File: config.mk
export PLATFORM = sky130hd
export DESIGN_NAME = mem_port_arbiter
export DESIGN_NICKNAME = d
export VERILOG_FILES = /design/src/rtl/mem_port_arbiter.sv
export SDC_FILE = /design/constraint.sdc
export NUM_CORES = 1
export LEC_CHECK = 0
export ABC_AREA = 1
export BUFFER_PORTS_ARGS = -buffer_cell sky130_fd_sc_hd__buf_2
export CAP_MARGIN = 20
export CORE_UTILIZATION = 25
export CTS_CLUSTER_DIAMETER = 80
export CTS_CLUSTER_SIZE = 25
export DETAILED_ROUTE_END_ITERATION = 10
export PLACE_DENSITY = 0.59
export SKIP_LAST_GASP = 1
export SLEW_MARGIN = 20
export SYNTH_ARGS = -nofsm -noshare
export SYNTH_HDL_FRONTEND = slang
export SYNTH_SLANG_ARGS = --single-unit
export TNS_END_PERCENT = 20
File: constraint.sdc
create_clock -name clk -period 6.17 [get_ports clk]
set_input_delay 1.851 -clock clk [delete_from_list [all_inputs] [get_ports clk]]
set_output_delay 1.851 -clock clk [all_outputs]
set_load 0.02 [all_outputs]
File: src/rtl/mem_port_arbiter.sv
// mem_port_arbiter
//    Shares the core's single memory port between instruction fetch (IF)
//    and the load/store unit (LSU). One transaction may be outstanding at a
//    time and the LSU has fixed priority over IF. A pipeline flush discards
//    an in-flight fetch response while letting the bus handshake finish.
//
//    Optional build macro: MEM_ARB_FAIRNESS_EN
//       When defined, IF is forced through after STARVE_LIMIT consecutive
//       LSU wins while IF is waiting. When undefined, strict LSU priority.
//
// Ports
//    clk, reset             core clock, asynchronous active-high reset
//    if_req_i/if_adr_i      fetch request and address (held until if_gnt_o)
//    if_gnt_o               fetch accepted by memory (1-cycle pulse)
//    if_rvalid_o/if_rdata_o fetch response (1-cycle pulse, combinational)
//    lsu_req_i ... size_i   load/store request fields (held until lsu_gnt_o)
//    lsu_gnt_o              load/store accepted (1-cycle pulse)
//    lsu_rvalid_o/rdata_o   load data or store acknowledge
//    flush_i                kills the pending fetch response
//    mem_*_o                registered memory request towards the bus
//    mem_gnt_i/rvalid_i/rdata_i  memory handshake and response
//    busy_o                 arbiter is not idle
module mem_port_arbiter #(
   parameter int XLEN         = 32,
   parameter int STARVE_LIMIT = 4
) (
   input  logic            clk,
   input  logic            reset,
   input  logic            if_req_i,
   input  logic [XLEN-1:0] if_adr_i,
   output logic            if_gnt_o,
   output logic            if_rvalid_o,
   output logic [XLEN-1:0] if_rdata_o,
   input  logic            lsu_req_i,
   input  logic [XLEN-1:0] lsu_adr_i,
   input  logic            lsu_we_i,
   input  logic [XLEN-1:0] lsu_wdata_i,
   input  logic [2:0]      lsu_size_i,
   output logic            lsu_gnt_o,
   output logic            lsu_rvalid_o,
   output logic [XLEN-1:0] lsu_rdata_o,
   input  logic            flush_i,
   output logic            mem_req_o,
   output logic [XLEN-1:0] mem_adr_o,
   output logic            mem_we_o,
   output logic [XLEN-1:0] mem_wdata_o,
   output logic [2:0]      mem_size_o,
   input  logic            mem_gnt_i,
   input  logic            mem_rvalid_i,
   input  logic [XLEN-1:0] mem_rdata_i,
   output logic            busy_o
);

   localparam int CW = $clog2(STARVE_LIMIT + 1);

   typedef enum logic [1:0] {IDLE, REQ, RSP} state_t;
   typedef enum logic {OWN_IF, OWN_LSU} owner_t;

   state_t          state_q, state_d;
   owner_t          owner_q, owner_d;
   logic            drop_q, drop_d;
   logic [CW-1:0]   starve_q, starve_d;
   logic            req_d, we_d;
   logic [XLEN-1:0] adr_d, wdata_d;
   logic [2:0]      size_d;
   logic            arb_pt, force_if, pick_if, pick_lsu;

   // A new owner may be chosen when idle, or in the response cycle of the
   // current transaction so back-to-back requests see no idle bubble.
   // force_if is the fairness override; without the macro it never fires.
   always_comb begin
      arb_pt = (state_q == IDLE) || ((state_q == RSP) && mem_rvalid_i);
`ifdef MEM_ARB_FAIRNESS_EN
      force_if = if_req_i && (starve_q == CW'(STARVE_LIMIT));
`else
      force_if = 1'b0;
`endif
      pick_if  = if_req_i && (force_if || !lsu_req_i);
      pick_lsu = lsu_req_i && !pick_if;
   end

   // Next-state logic. The mem_* registers hold their value unless an owner
   // is chosen, so the request stays stable while waiting for mem_gnt_i.
   // drop records a flush against an in-flight fetch; it is cleared as soon
   // as the response cycle is left so it never leaks into the next fetch.
   // The starvation counter saturates so it stays bounded without fairness.
   always_comb begin
      state_d  = state_q;
      owner_d  = owner_q;
      drop_d   = drop_q;
      starve_d = starve_q;
      req_d    = mem_req_o;
      adr_d    = mem_adr_o;
      we_d     = mem_we_o;
      wdata_d  = mem_wdata_o;
      size_d   = mem_size_o;

      if ((state_q != IDLE) && (owner_q == OWN_IF) && flush_i) begin
         drop_d = 1'b1;
      end

      if ((state_q == REQ) && mem_gnt_i) begin
         req_d   = 1'b0;
         state_d = RSP;
      end

      if ((state_q == RSP) && mem_rvalid_i) begin
         drop_d = 1'b0;
      end

      if (arb_pt) begin
         if (pick_lsu) begin
            owner_d = OWN_LSU;
            state_d = REQ;
            req_d   = 1'b1;
            adr_d   = lsu_adr_i;
            we_d    = lsu_we_i;
            wdata_d = lsu_wdata_i;
            size_d  = lsu_size_i;
         end else if (pick_if) begin
            owner_d = OWN_IF;
            state_d = REQ;
            req_d   = 1'b1;
            adr_d   = if_adr_i;
            we_d    = 1'b0;
            wdata_d = '0;
            size_d  = 3'b010;
         end else begin
            state_d = IDLE;
            req_d   = 1'b0;
         end

         if (pick_lsu && if_req_i) begin
            if (starve_q != CW'(STARVE_LIMIT)) begin
               starve_d = starve_q + CW'(1);
            end
         end else begin
            starve_d = '0;
         end
      end
   end

   // State and memory-request registers; reset abandons any transaction.
   always_ff @(posedge clk or posedge reset) begin
      if (reset) begin
         state_q     <= IDLE;
         owner_q     <= OWN_IF;
         drop_q      <= 1'b0;
         starve_q    <= '0;
         mem_req_o   <= 1'b0;
         mem_adr_o   <= '0;
         mem_we_o    <= 1'b0;
         mem_wdata_o <= '0;
         mem_size_o  <= 3'b000;
      end else begin
         state_q     <= state_d;
         owner_q     <= owner_d;
         drop_q      <= drop_d;
         starve_q    <= starve_d;
         mem_req_o   <= req_d;
         mem_adr_o   <= adr_d;
         mem_we_o    <= we_d;
         mem_wdata_o <= wdata_d;
         mem_size_o  <= size_d;
      end
   end

   // Grants and responses are steered to the current owner combinationally.
   // A fetch response is suppressed by an earlier flush or a flush arriving
   // in the response cycle itself.
   always_comb begin
      if_gnt_o     = (state_q == REQ) && mem_gnt_i && (owner_q == OWN_IF);
      lsu_gnt_o    = (state_q == REQ) && mem_gnt_i && (owner_q == OWN_LSU);
      if_rvalid_o  = (state_q == RSP) && mem_rvalid_i && (owner_q == OWN_IF)
                     && !drop_q && !flush_i;
      lsu_rvalid_o = (state_q == RSP) && mem_rvalid_i && (owner_q == OWN_LSU);
      if_rdata_o   = mem_rdata_i;
      lsu_rdata_o  = mem_rdata_i;
      busy_o       = (state_q != IDLE);
   end

endmodule

# Word level (Yosys, flattened, before mapping)
# Index checks and enable logic that the tools add are counted.
[totals] regBits=73 in_bits=139 word_cells=53
[op_classes] eq_ne=2 n_mux=19 bitwise_logic=1 n_reduce_logical=23
[ops] operator="32-bit 2-to-1 mux" count=4
[ops] operator="1-bit logical AND" count=12
[ops] operator="1-bit 2-to-1 mux" count=11
[ops] operator="2-bit nonzero test" count=4
[ops] operator="3-bit 2-to-1 mux" count=2
[ops] operator="1-bit zero test" count=4
[ops] operator="2-bit 2-to-1 mux" count=2
[ops] operator="2-bit by 1-bit == test with 1-bit output, second input constant" count=1
[ops] operator="2-bit == test, second input constant" count=1
[ops] operator="2-bit zero test" count=1
[ops] operator="2-bit AND reduction" count=1
[ops] operator="1-bit logical OR" count=1
[ops] operator="1-bit inverter" count=1

# Longest topological paths before layout
# Gate-level depths: netlist of run 1.
[logic_depth] ltp_word=6 ltp_mapped=7 ltp_nobuf=5

# Worst setup path after synthesis of run 1
# Ideal clock, no wire load.
[synth_path] path_type="input -> output" startpoint="input port mem_gnt_i" endpoint="output port if_gnt_o" t_arrival_ps=2313 required_time_ps=4319 path_slack_ps=2006 stages=4 n_path_buf=0 cell_sequence="nand2_1 > inv_1 > nand2_1 > nor2_1"
[synth_between] elab_chain_len=2
[synth_rtl] element="start: declaration" line="48" rtl="input logic mem_gnt_i,"
[synth_rtl] element="1-bit logical AND (2 in a row)" line="172" rtl="if_gnt_o = (state_q == REQ) && mem_gnt_i && (owner_q == OWN_IF);"
[synth_rtl] element="end: declaration" line="31" rtl="output logic if_gnt_o,"
# No other way between the ends.

# Worst setup path in the final report of run 1
# Same ends and word-level chain as after synthesis.

==> qor.csv, run 1 <==
stage;metric;value;unit
global_routing;grt_max_degree;73;
clock_network;hold_buffers;0;
worst_setup_path;reg2reg_depth;4;
detailed_routing;num_vias;3321;
clock_network;h-tree-depth;3;
hold_path;whs_path_depth;2;
floorplanning;dieWidth;125.6;um
worst_setup_path;cp_max_fo;3;
sta;max_freq;236.8;MHz
worst_setup_path;cp-end-kind;output port;
clock_network;post-cts-setup-buffer-count;0;
worst_setup_path;path_cells;buf_2 -> nand2_1 -> inv_1 -> nand2_1 -> nor2_1 -> buf_2;
worst_setup_path;cpPeakStageDelay;0.17;ns
sta;drv_slew;0;
floorplanning;row_count;44;
logic_synthesis;yosysUniqueCellTypes;14;
detailed_routing;avgViaCountPerCell;4.220;
floorplanning;fp.dieH;125.6;um
place;port_buffers;180;
power;p_leak;2.771;nW
sta;finalSetupViolCount;0;
place;gp_congestion;0.7935;
global_routing;grt_antenna_before_repair;0;
sta;setup_ws;1.947;ns
logic_synthesis;synth_nets;635;
status;failed_checks;DRC;
power;ir_drop;0.1372;mV
sta;rsz0062_at_grt;false;
place;dp_slack;1.937;ns
worst_setup_path;cp-start-kind;primary input;
worst_setup_path;worstPathArrival;2.37;ns
place;dp_hpwl;7824;um
logic_synthesis;syn_area_per_cell;7.704;um2
worst_setup_path;cp.depth;6;
detailed_routing;drt_iter0_markers;90;
global_routing;grt_overflow_total;0;
power;power;2.178;mW
hold_path;hold_class;flip-flop to flip-flop;
clock_network;tritoncts;done;
logic_synthesis;syn-cell-area;3821;um2
clock_network;cts_buffers;9;
logic_synthesis;synthCells;496;
logic_synthesis;synth_seq_cells;72;
worst_setup_path;critical_path_buf_inv_count;3;
sta;finalHoldViolCount;0;
global_routing;grt_pass1_wl;17330;um
worst_setup_path;crit_family;buffers and inverters;
sta;clock_skew;0.007165;ns
worst_setup_path;cp_slowest_cell;buf_2;
detailed_routing;wirelength;10890;um
worst_setup_path;crit_type;primary input to output port;
finish;final_cell_mix;nand2_1, buf_2, dfrtp_1, nand3_1, clkbuf_16;
clock_network;insertion_delay;0.33;ns
floorplanning;dieArea;15780;um2
finish;syn_to_final_growth;20.86;%
finish;final_nets;737;
finish;antenna_cells;0;
finish;layout_commonest_cell;nand2_1;
global_routing;gr-usage-all-layers;14.38;%
worst_setup_path;critPathLaunch;mem_gnt_i;
logic_synthesis;ys_warn_count;0;
worst_setup_path;cp.required;4.32;ns
sta;layout_min_cycle_time;4.223;ns
clock_network;path_clk_slew;0.06;ns
finish;utilization;31.42;%
sta;tightest_slew;0.9489;ns
clock_network;cts_resized;0;
detailed_routing;dr.pass1.iters;9;
clock_network;cts.path.max_buffers;2;
sta;hold_slack;0.4616;ns
power;power.density;471.7;nW/um2
detailed_routing;drc_errors;12;
sta;fin_crit_sh;68.44;%
detailed_routing;post_drt_wl_per_cell;13.84;um
finish;fillers;1618;
clock_network;cts.sinks;72;
floorplanning;fp.coreArea;14700;um2
floorplanning;start_util;26.00;%
sta;setup_tns;0;ns
global_routing;grt_pass1_vias;3263;
job;drv_cap;0;
status;status;finished with violations;
clock_network;cts-root-buf;clkbuf_16;
detailed_routing;drtAntennaViolNets;0;
sta;slew-limit-headroom;36.74;%
floorplanning;io_pins;277;
hold_path;hold_start;mem_adr_o[6];
worst_setup_path;crit-reg2reg-launch;state_q[1];
finish;drive_gt1_share;33.67;%
logic_synthesis;seq_area_frac_synth;47.15;%
==> power by group <==
group | leakage (nW) | switching (mW) | total, mW | internal [mW]
combinational | 1.73 | 0.614 | 0.891 | 0.277
sequential | 0.906 | 0.105 | 0.781 | 0.676
clock | 0.138 | 0.196 | 0.506 | 0.311
total | 2.77 | 0.914 | 2.18 | 1.26
==> state kept, by name, indices dropped and copies added (netlist names) <==
signal / count
mem_size_o: 3
mem_wdata_o: 32
mem_adr_o: 32
mem_we_o: 1
state_q: 2
drop_q: 1
owner_q: 1
==> metal layers <==
metal	routed length (um)	vias to the layer above	part of all wire [%]	global-route usage [%]
met1	4293	1442	39	15.82
met2	5543	187	51	25.75
met5	0	-	0	0
li1	-	1677	-	-
met3	811	15	7.4	3.866
met4	242	0	2.2	6.671
==> area by class of cell <==
| class | instances | area, um2 | area share [%] |
|---|---|---|---|
| repair buffers | 184 | 930.9 | 20.16 |
| multi-input cells | 323 | 1335 | 28.91 |
| clock inverters | 6 | 60.06 | 1.300 |
| well taps | 184 | 230.2 | 4.985 |
| flip-flops and latches | 72 | 1802 | 39.01 |
| inverters | 8 | 31.28 | 0.6773 |
| clock buffers | 10 | 229.0 | 4.958 |
==> worst min-delay path: cells and delay by family (launching register included) <==
family | cells | cell delay [ns]
and+or+nand+nor | 2 | 0.10
DFF | 1 | 0.33
==> through the flow <==
stage	std cells	instance area [um2]
finish	787	4618
global route	787	4618
CTS	787	4618
detailed placement	771	4329
global placement	771	4329
floorplan	496	3821
==> final timing paths <==
check,end,slack [ns]
min,mem_adr_o[6],0.46
max in group asynchronous,mem_adr_o[10],3.77
min reg2reg,mem_adr_o[6],0.46
max reg2reg,mem_adr_o[15],4.11
min in group asynchronous,mem_wdata_o[15],1.80
max,if_gnt_o,1.95
==> synth_stat cells <==
cell | instances | area share [%]
clkbuf_1 | 12 | 1.2
or2_2 | 1 | 0.16
inv_1 | 8 | 0.79
buf_4 | 64 | 13
buf_2 | 10 | 1.3
nand2_1 | 243 | 24
nand3_1 | 69 | 9.0
nand2_8 | 1 | 0.52
o21ai_0 | 2 | 0.26
buf_6 | 7 | 2.1
nor2_1 | 5 | 0.49
or2_0 | 1 | 0.16
a21oi_4 | 1 | 0.43
dfrtp_1 | 72 | 47
==> cell families (layout without fill, tap and decap cells) <==
family          count (synthesis)  after routing  share of synthesized area (%)
compound gates                  3              3                         0.6877
buf+inv                       101            208                          17.91
flops                          72             72                          47.15
simple gates                  320            320                          34.25
Note: power is estimated with default switching activity, not from simulation.
==> inputs of run 2 (changes only) <==
clock period = 4.3 ns   (was 6.17 ns; I/O delays follow)
==> run 2 against run 1 <==
Global-route usage grew 0.18 points. Die area is the same. The run still ends with DRC left. Clock power grew 47%.
==> qor.csv, run 2 (synthesized netlist as in run 1, its figures left out) <==
stage;metric;value;unit
global_routing;grt_use_met3;3.568;%
floorplanning;dieArea;15780;um2
sta;rsz0062_at_grt;false;
global_routing;grt_antenna_before_repair;0;
clock_network;hold_buffers;0;
finish;final_cell_mix;nand2_1, buf_2, dfrtp_1, nand3_1, clkbuf_16;
hold_path;hold_class;flip-flop to flip-flop;
sta;clock_skew;0.006815;ns
sta;layout_min_cycle_time;3.093;ns
place;gp_congestion;0.8157;
clock_network;tritoncts;done;
worst_setup_path;cp_slowest_cell;buf_2;
clock_network;cts_resized;0;
hold_path;min_to;mem_adr_o[15];
place;port_buffers;180;
floorplanning;row_count;44;
sta;finalSetupViolCount;0;
worst_setup_path;cpPeakStageDelay;0.16;ns
worst_setup_path;crit_type;primary input to output port;
detailed_routing;avgViaCountPerCell;4.292;
worst_setup_path;path_cells;buf_2 -> nand2_1 -> inv_1 -> nand2_1 -> nor2_1 -> buf_2;
worst_setup_path;critical_path_buf_inv_count;3;
sta;slew-limit-headroom;38.61;%
job;drv_cap;0;
finish;syn_to_final_growth;21.68;%
clock_network;insertion_delay;0.34;ns
hold_path;whs_path_depth;2;
sta;drv_slew;0;
power;power.density;676.9;nW/um2
sta;setup_tns;0;ns
detailed_routing;drc_errors;12;
finish;reg.largest.list;mem_adr_o (32), mem_wdata_o (32), mem_size_o (3);
power;p_leak;2.787;nW
detailed_routing;drt_iter0_markers;140;
worst_setup_path;cp_max_fo;3;
worst_setup_path;cp.required;3.01;ns
detailed_routing;num_vias;3386;
global_routing;grt_pass1_wl;17370;um
global_routing;grt_max_degree;73;
floorplanning;start_util;26.00;%
detailed_routing;drtAntennaViolNets;0;
power;ir_drop;0.2676;mV
global_routing;top_usage_layer;met2;
clock_network;h-tree-depth;3;
power;power;3.147;mW
worst_setup_path;crit-reg2reg-launch;state_q[1];
status;status;finished with violations;
clock_network;cts.sinks;72;
floorplanning;io_pins;277;
detailed_routing;wirelength;11090;um
sta;fin_crit_sh;71.94;%
detailed_routing;dr.pass1.iters;10;
worst_setup_path;worst-r2r-setup-slack;2.83;ns
clock_network;cts-root-buf;clkbuf_16;
global_routing;grt_overflow_total;0;
worst_setup_path;reg2reg_to;mem_adr_o[12];
floorplanning;dieWidth;125.6;um
sta;max_freq;323.3;MHz
status;failed_checks;DRC;
clock_network;path_clk_slew;0.06;ns
floorplanning;fp.dieH;125.6;um
global_routing;met1_usage;15.92;%
hold_path;hold_start;mem_adr_o[15];
finish;antenna_cells;0;
global_routing;grt_pass1_vias;3229;
place;dp_hpwl;7977;um
detailed_routing;post_drt_wl_per_cell;14.06;um
sta;tightest_slew;0.9209;ns
finish;drive_gt1_share;34.05;%
worst_setup_path;worstPathArrival;1.80;ns
global_routing;gr-usage-all-layers;14.56;%
finish;final_nets;739;
worst_setup_path;crit_family;buffers and inverters;
sta;finalHoldViolCount;0;
worst_setup_path;cp-end-kind;output port;
worst_setup_path;reg2reg_depth;4;
clock_network;cts_buffers;9;
worst_setup_path;cp-start-kind;primary input;
global_routing;met2_usage;26.05;%
clock_network;post-cts-setup-buffer-count;0;
finish;layout_commonest_cell;nand2_1;
clock_network;cts.path.max_buffers;2;
floorplanning;fp.coreArea;14700;um2
[run 2: metal layers]
layer,part of all wire [%],vias to the layer above,wire length (um)
li1,-,1690,-
met1,38,1501,4264
met2,52,180,5714
met3,7.5,15,837
met4,2.5,0,276
met5,0,-,0
[run 2: through the flow]
stage	area [um2]	setup slack [ns]	instances	util [%]	hold slack, ns
after floorplan	3821	1.185	496	-	0.4537
after global placement	4337	1.184	772	29.50	0.4493
after detailed placement	4337	1.133	772	29.50	0.4536
after CTS	4634	1.207	788	31.53	0.4684
after global routing	4649	1.104	789	31.63	0.4867
final	4649	1.207	789	31.63	0.4614
[run 2: worst max-delay path by stage]
stage                            start            end  slack (ns)  cells after the start
after CTS                    mem_gnt_i       if_gnt_o        1.21                      6
after detailed placement     lsu_req_i  mem_size_o[1]        1.13                      5
after floorplan                  reset         drop_q        1.19                      1
after global placement       lsu_req_i  mem_size_o[1]        1.18                      5
final                        mem_gnt_i       if_gnt_o        1.21                      6
after global routing      mem_rvalid_i    if_rvalid_o        1.10                      4
[run 2: where the power goes]
part           switching (mW)  internal, mW
sequential              0.152         0.971
combinational           0.879         0.403
clock                   0.295         0.449
total                    1.33          1.82
[run 2: final cells by class]
class / count / area, um2
flip-flops and latches: 72 / 1802
fillers: 1638 / 10050
repair buffers: 186 / 953.4
clock buffers: 9 / 225.2
inverters: 8 / 31.28
well taps: 184 / 230.2
clock inverters: 7 / 72.57
multi-input cells: 323 / 1335
[run 2: tightest hold or removal path, cell delays in order, from the launching register on]
cell,delay [ns]
dfrtp_1,0.33
nand2_1,0.05
nand2_1,0.04
==> inputs of run 3 (changes only) <==
PLACE_DENSITY = 0.61   (was 0.59)
clock period = 2.8 ns   (was 4.3 ns; I/O delays follow)
==> run 3 against run 2 <==
The flow still finishes with violations (DRC). Sequential share of layout area decreased by 0.17 points. Final area increased by 0.43%. Total power is 54% higher. Worst setup slack got worse by 0.61 ns. Critical path depth is the same. Combinational power rose by 55%. Count of clock-buffer cells in the layout did not move. Non-clock buffer count is 2 higher. Critical endpoint is now lsu_gnt_o. Highest routed layer unchanged.
==> qor.csv, run 3 (synthesized netlist as in run 1, its figures left out) <==
stage;metric;value;unit
job;drv_cap;0;
floorplanning;io_pins;277;
finish;postLayoutCellArea;4669;um2
global_routing;grt_antenna_before_repair;0;
sta;setup_tns;0;ns
sta;tightest_slew;0.5160;ns
global_routing;grt_max_degree;71;
place;place_inst;775;
worst_setup_path;crit_type;primary input to output port;
finish;layout_commonest_cell;nand2_1;
clock_network;cts_buffers;9;
detailed_routing;drtAntennaViolNets;0;
hold_path;whs_path_depth;2;
status;failed_checks;DRC;
floorplanning;fp.dieH;125.6;um
floorplanning;dieWidth;125.6;um
finish;instances_no_fill;791;
sta;hold_slack;0.4635;ns
worst_setup_path;reg2reg_depth;4;
floorplanning;dieArea;15780;um2
global_routing;grt_pass1_vias;3439;
power;power;4.858;mW
clock_network;tritoncts;done;
finish;final_nets;741;
power;p_leak;2.799;nW
sta;clock_skew;0.005033;ns
sta;max_freq;453.5;MHz
worst_setup_path;critical_path_buf_inv_count;3;
clock_network;cts-root-buf;clkbuf_16;
place;dp_hpwl;7451;um
finish;reg.largest.list;mem_adr_o (32), mem_wdata_o (32), mem_size_o (3);
global_routing;grt_pass1_wl;17230;um
finish;final_cell_mix;nand2_1, buf_2, dfrtp_1, nand3_1, clkbuf_16;
global_routing;grt_overflow_total;0;
worst_setup_path;cp_slowest_cell;buf_2;
detailed_routing;num_vias;3384;
floorplanning;start_util;26.00;%
clock_network;cts_resized;0;
place;gp_congestion;0.7006;
sta;finalHoldViolCount;0;
place;port_buffers;180;
detailed_routing;post_drt_wl_per_cell;13.17;um
hold_path;hold_class;flip-flop to flip-flop;
worst_setup_path;cp-start-kind;primary input;
sta;setup_ws;0.5948;ns
hold_path;min_to;mem_we_o;
worst_setup_path;worst-r2r-setup-slack;1.17;ns
clock_network;h-tree-depth;3;
worst_setup_path;path_cells;buf_2 -> nand2_1 -> inv_1 -> nand2_1 -> nor2_1 -> buf_2;
global_routing;gr-usage-all-layers;14.05;%
sta;slew-limit-headroom;65.56;%
power;power.density;1040;nW/um2
worst_setup_path;crit-reg2reg-launch;state_q[1];
detailed_routing;drc_errors;13;
clock_network;post-cts-setup-buffer-count;0;
worst_setup_path;cpPeakStageDelay;0.16;ns
finish;antenna_cells;0;
worst_setup_path;cp_max_fo;3;
clock_network;cts.sinks;72;
hold_path;hold_start;mem_we_o;
clock_network;cts.path.max_buffers;2;
worst_setup_path;crit_family;buffers and inverters;
finish;syn_to_final_growth;22.20;%
detailed_routing;drt_iter0_markers;149;
finish;drive_gt1_share;34.27;%
worst_setup_path;cp.required;1.96;ns
sta;drv_slew;0;
sta;finalSetupViolCount;0;
finish;utilization;31.77;%
floorplanning;row_count;44;
power;ir_drop;0.2850;mV
worst_setup_path;worstPathArrival;1.37;ns
detailed_routing;avgViaCountPerCell;4.278;
detailed_routing;dr.pass1.iters;9;
sta;layout_min_cycle_time;2.205;ns
detailed_routing;wirelength;10420;um
clock_network;insertion_delay;0.34;ns
place;dp_slack;0.5909;ns
worst_setup_path;reg2reg_to;mem_size_o[0];
clock_network;hold_buffers;0;
place;placed_area;4372;um2
floorplanning;fp.coreArea;14700;um2
sta;fin_crit_sh;78.76;%
status;status;finished with violations;
sta;rsz0062_at_grt;false;
clock_network;path_clk_slew;0.06;ns
worst_setup_path;cp-end-kind;output port;
==> run 3: cell count changes in the layout (fill, tap and decap cells not counted) <==
cell / before / now
buf_8: 1 / 0
buf_12: 0 / 1
buf_4: 5 / 7
==> run 3: worst max-delay path by stage <==
stage,start,to,depth (start not counted)
2_1_floorplan,reset,drop_q,1
3_3_place_gp,mem_gnt_i,lsu_gnt_o,6
3_5_place_dp,mem_gnt_i,lsu_gnt_o,6
4_1_cts,mem_gnt_i,lsu_gnt_o,6
5_1_grt,mem_gnt_i,lsu_gnt_o,6
6_report,mem_gnt_i,lsu_gnt_o,6
==> run 3: power breakdown <==
group / switching (mW) / total [mW] / internal [mW]
Combinational: 1.35 / 1.98 / 0.627
Sequential: 0.240 / 1.73 / 1.49
Clock: 0.457 / 1.15 / 0.689
Total: 2.05 / 4.86 / 2.81
==> run 3: area by class of cell <==
class / instances / area [um2]
fillers: 1646 / 10030
flip-flops and latches: 72 / 1802
multi-input cells: 323 / 1335
repair buffers: 188 / 973.4
well taps: 184 / 230.2
clock buffers: 9 / 225.2
clock inverters: 7 / 72.57
inverters: 8 / 31.28
==> run 3: routing by layer <==
layer	vias to the layer above	routed length (um)	track usage [%]	share of wire, %
met4	0	442	8.465	4.2
met2	149	4883	22.94	47
met3	44	717	3.951	6.9
met1	1508	4373	16.43	42
met5	-	0	0	0
li1	1683	-	-	-
==> run 3: tightest hold or removal path, cell delays in order, from the launching register on <==
cell and delay, ns:
dfrtp_1 0.33, nand2_1 0.05, nand2_1 0.05
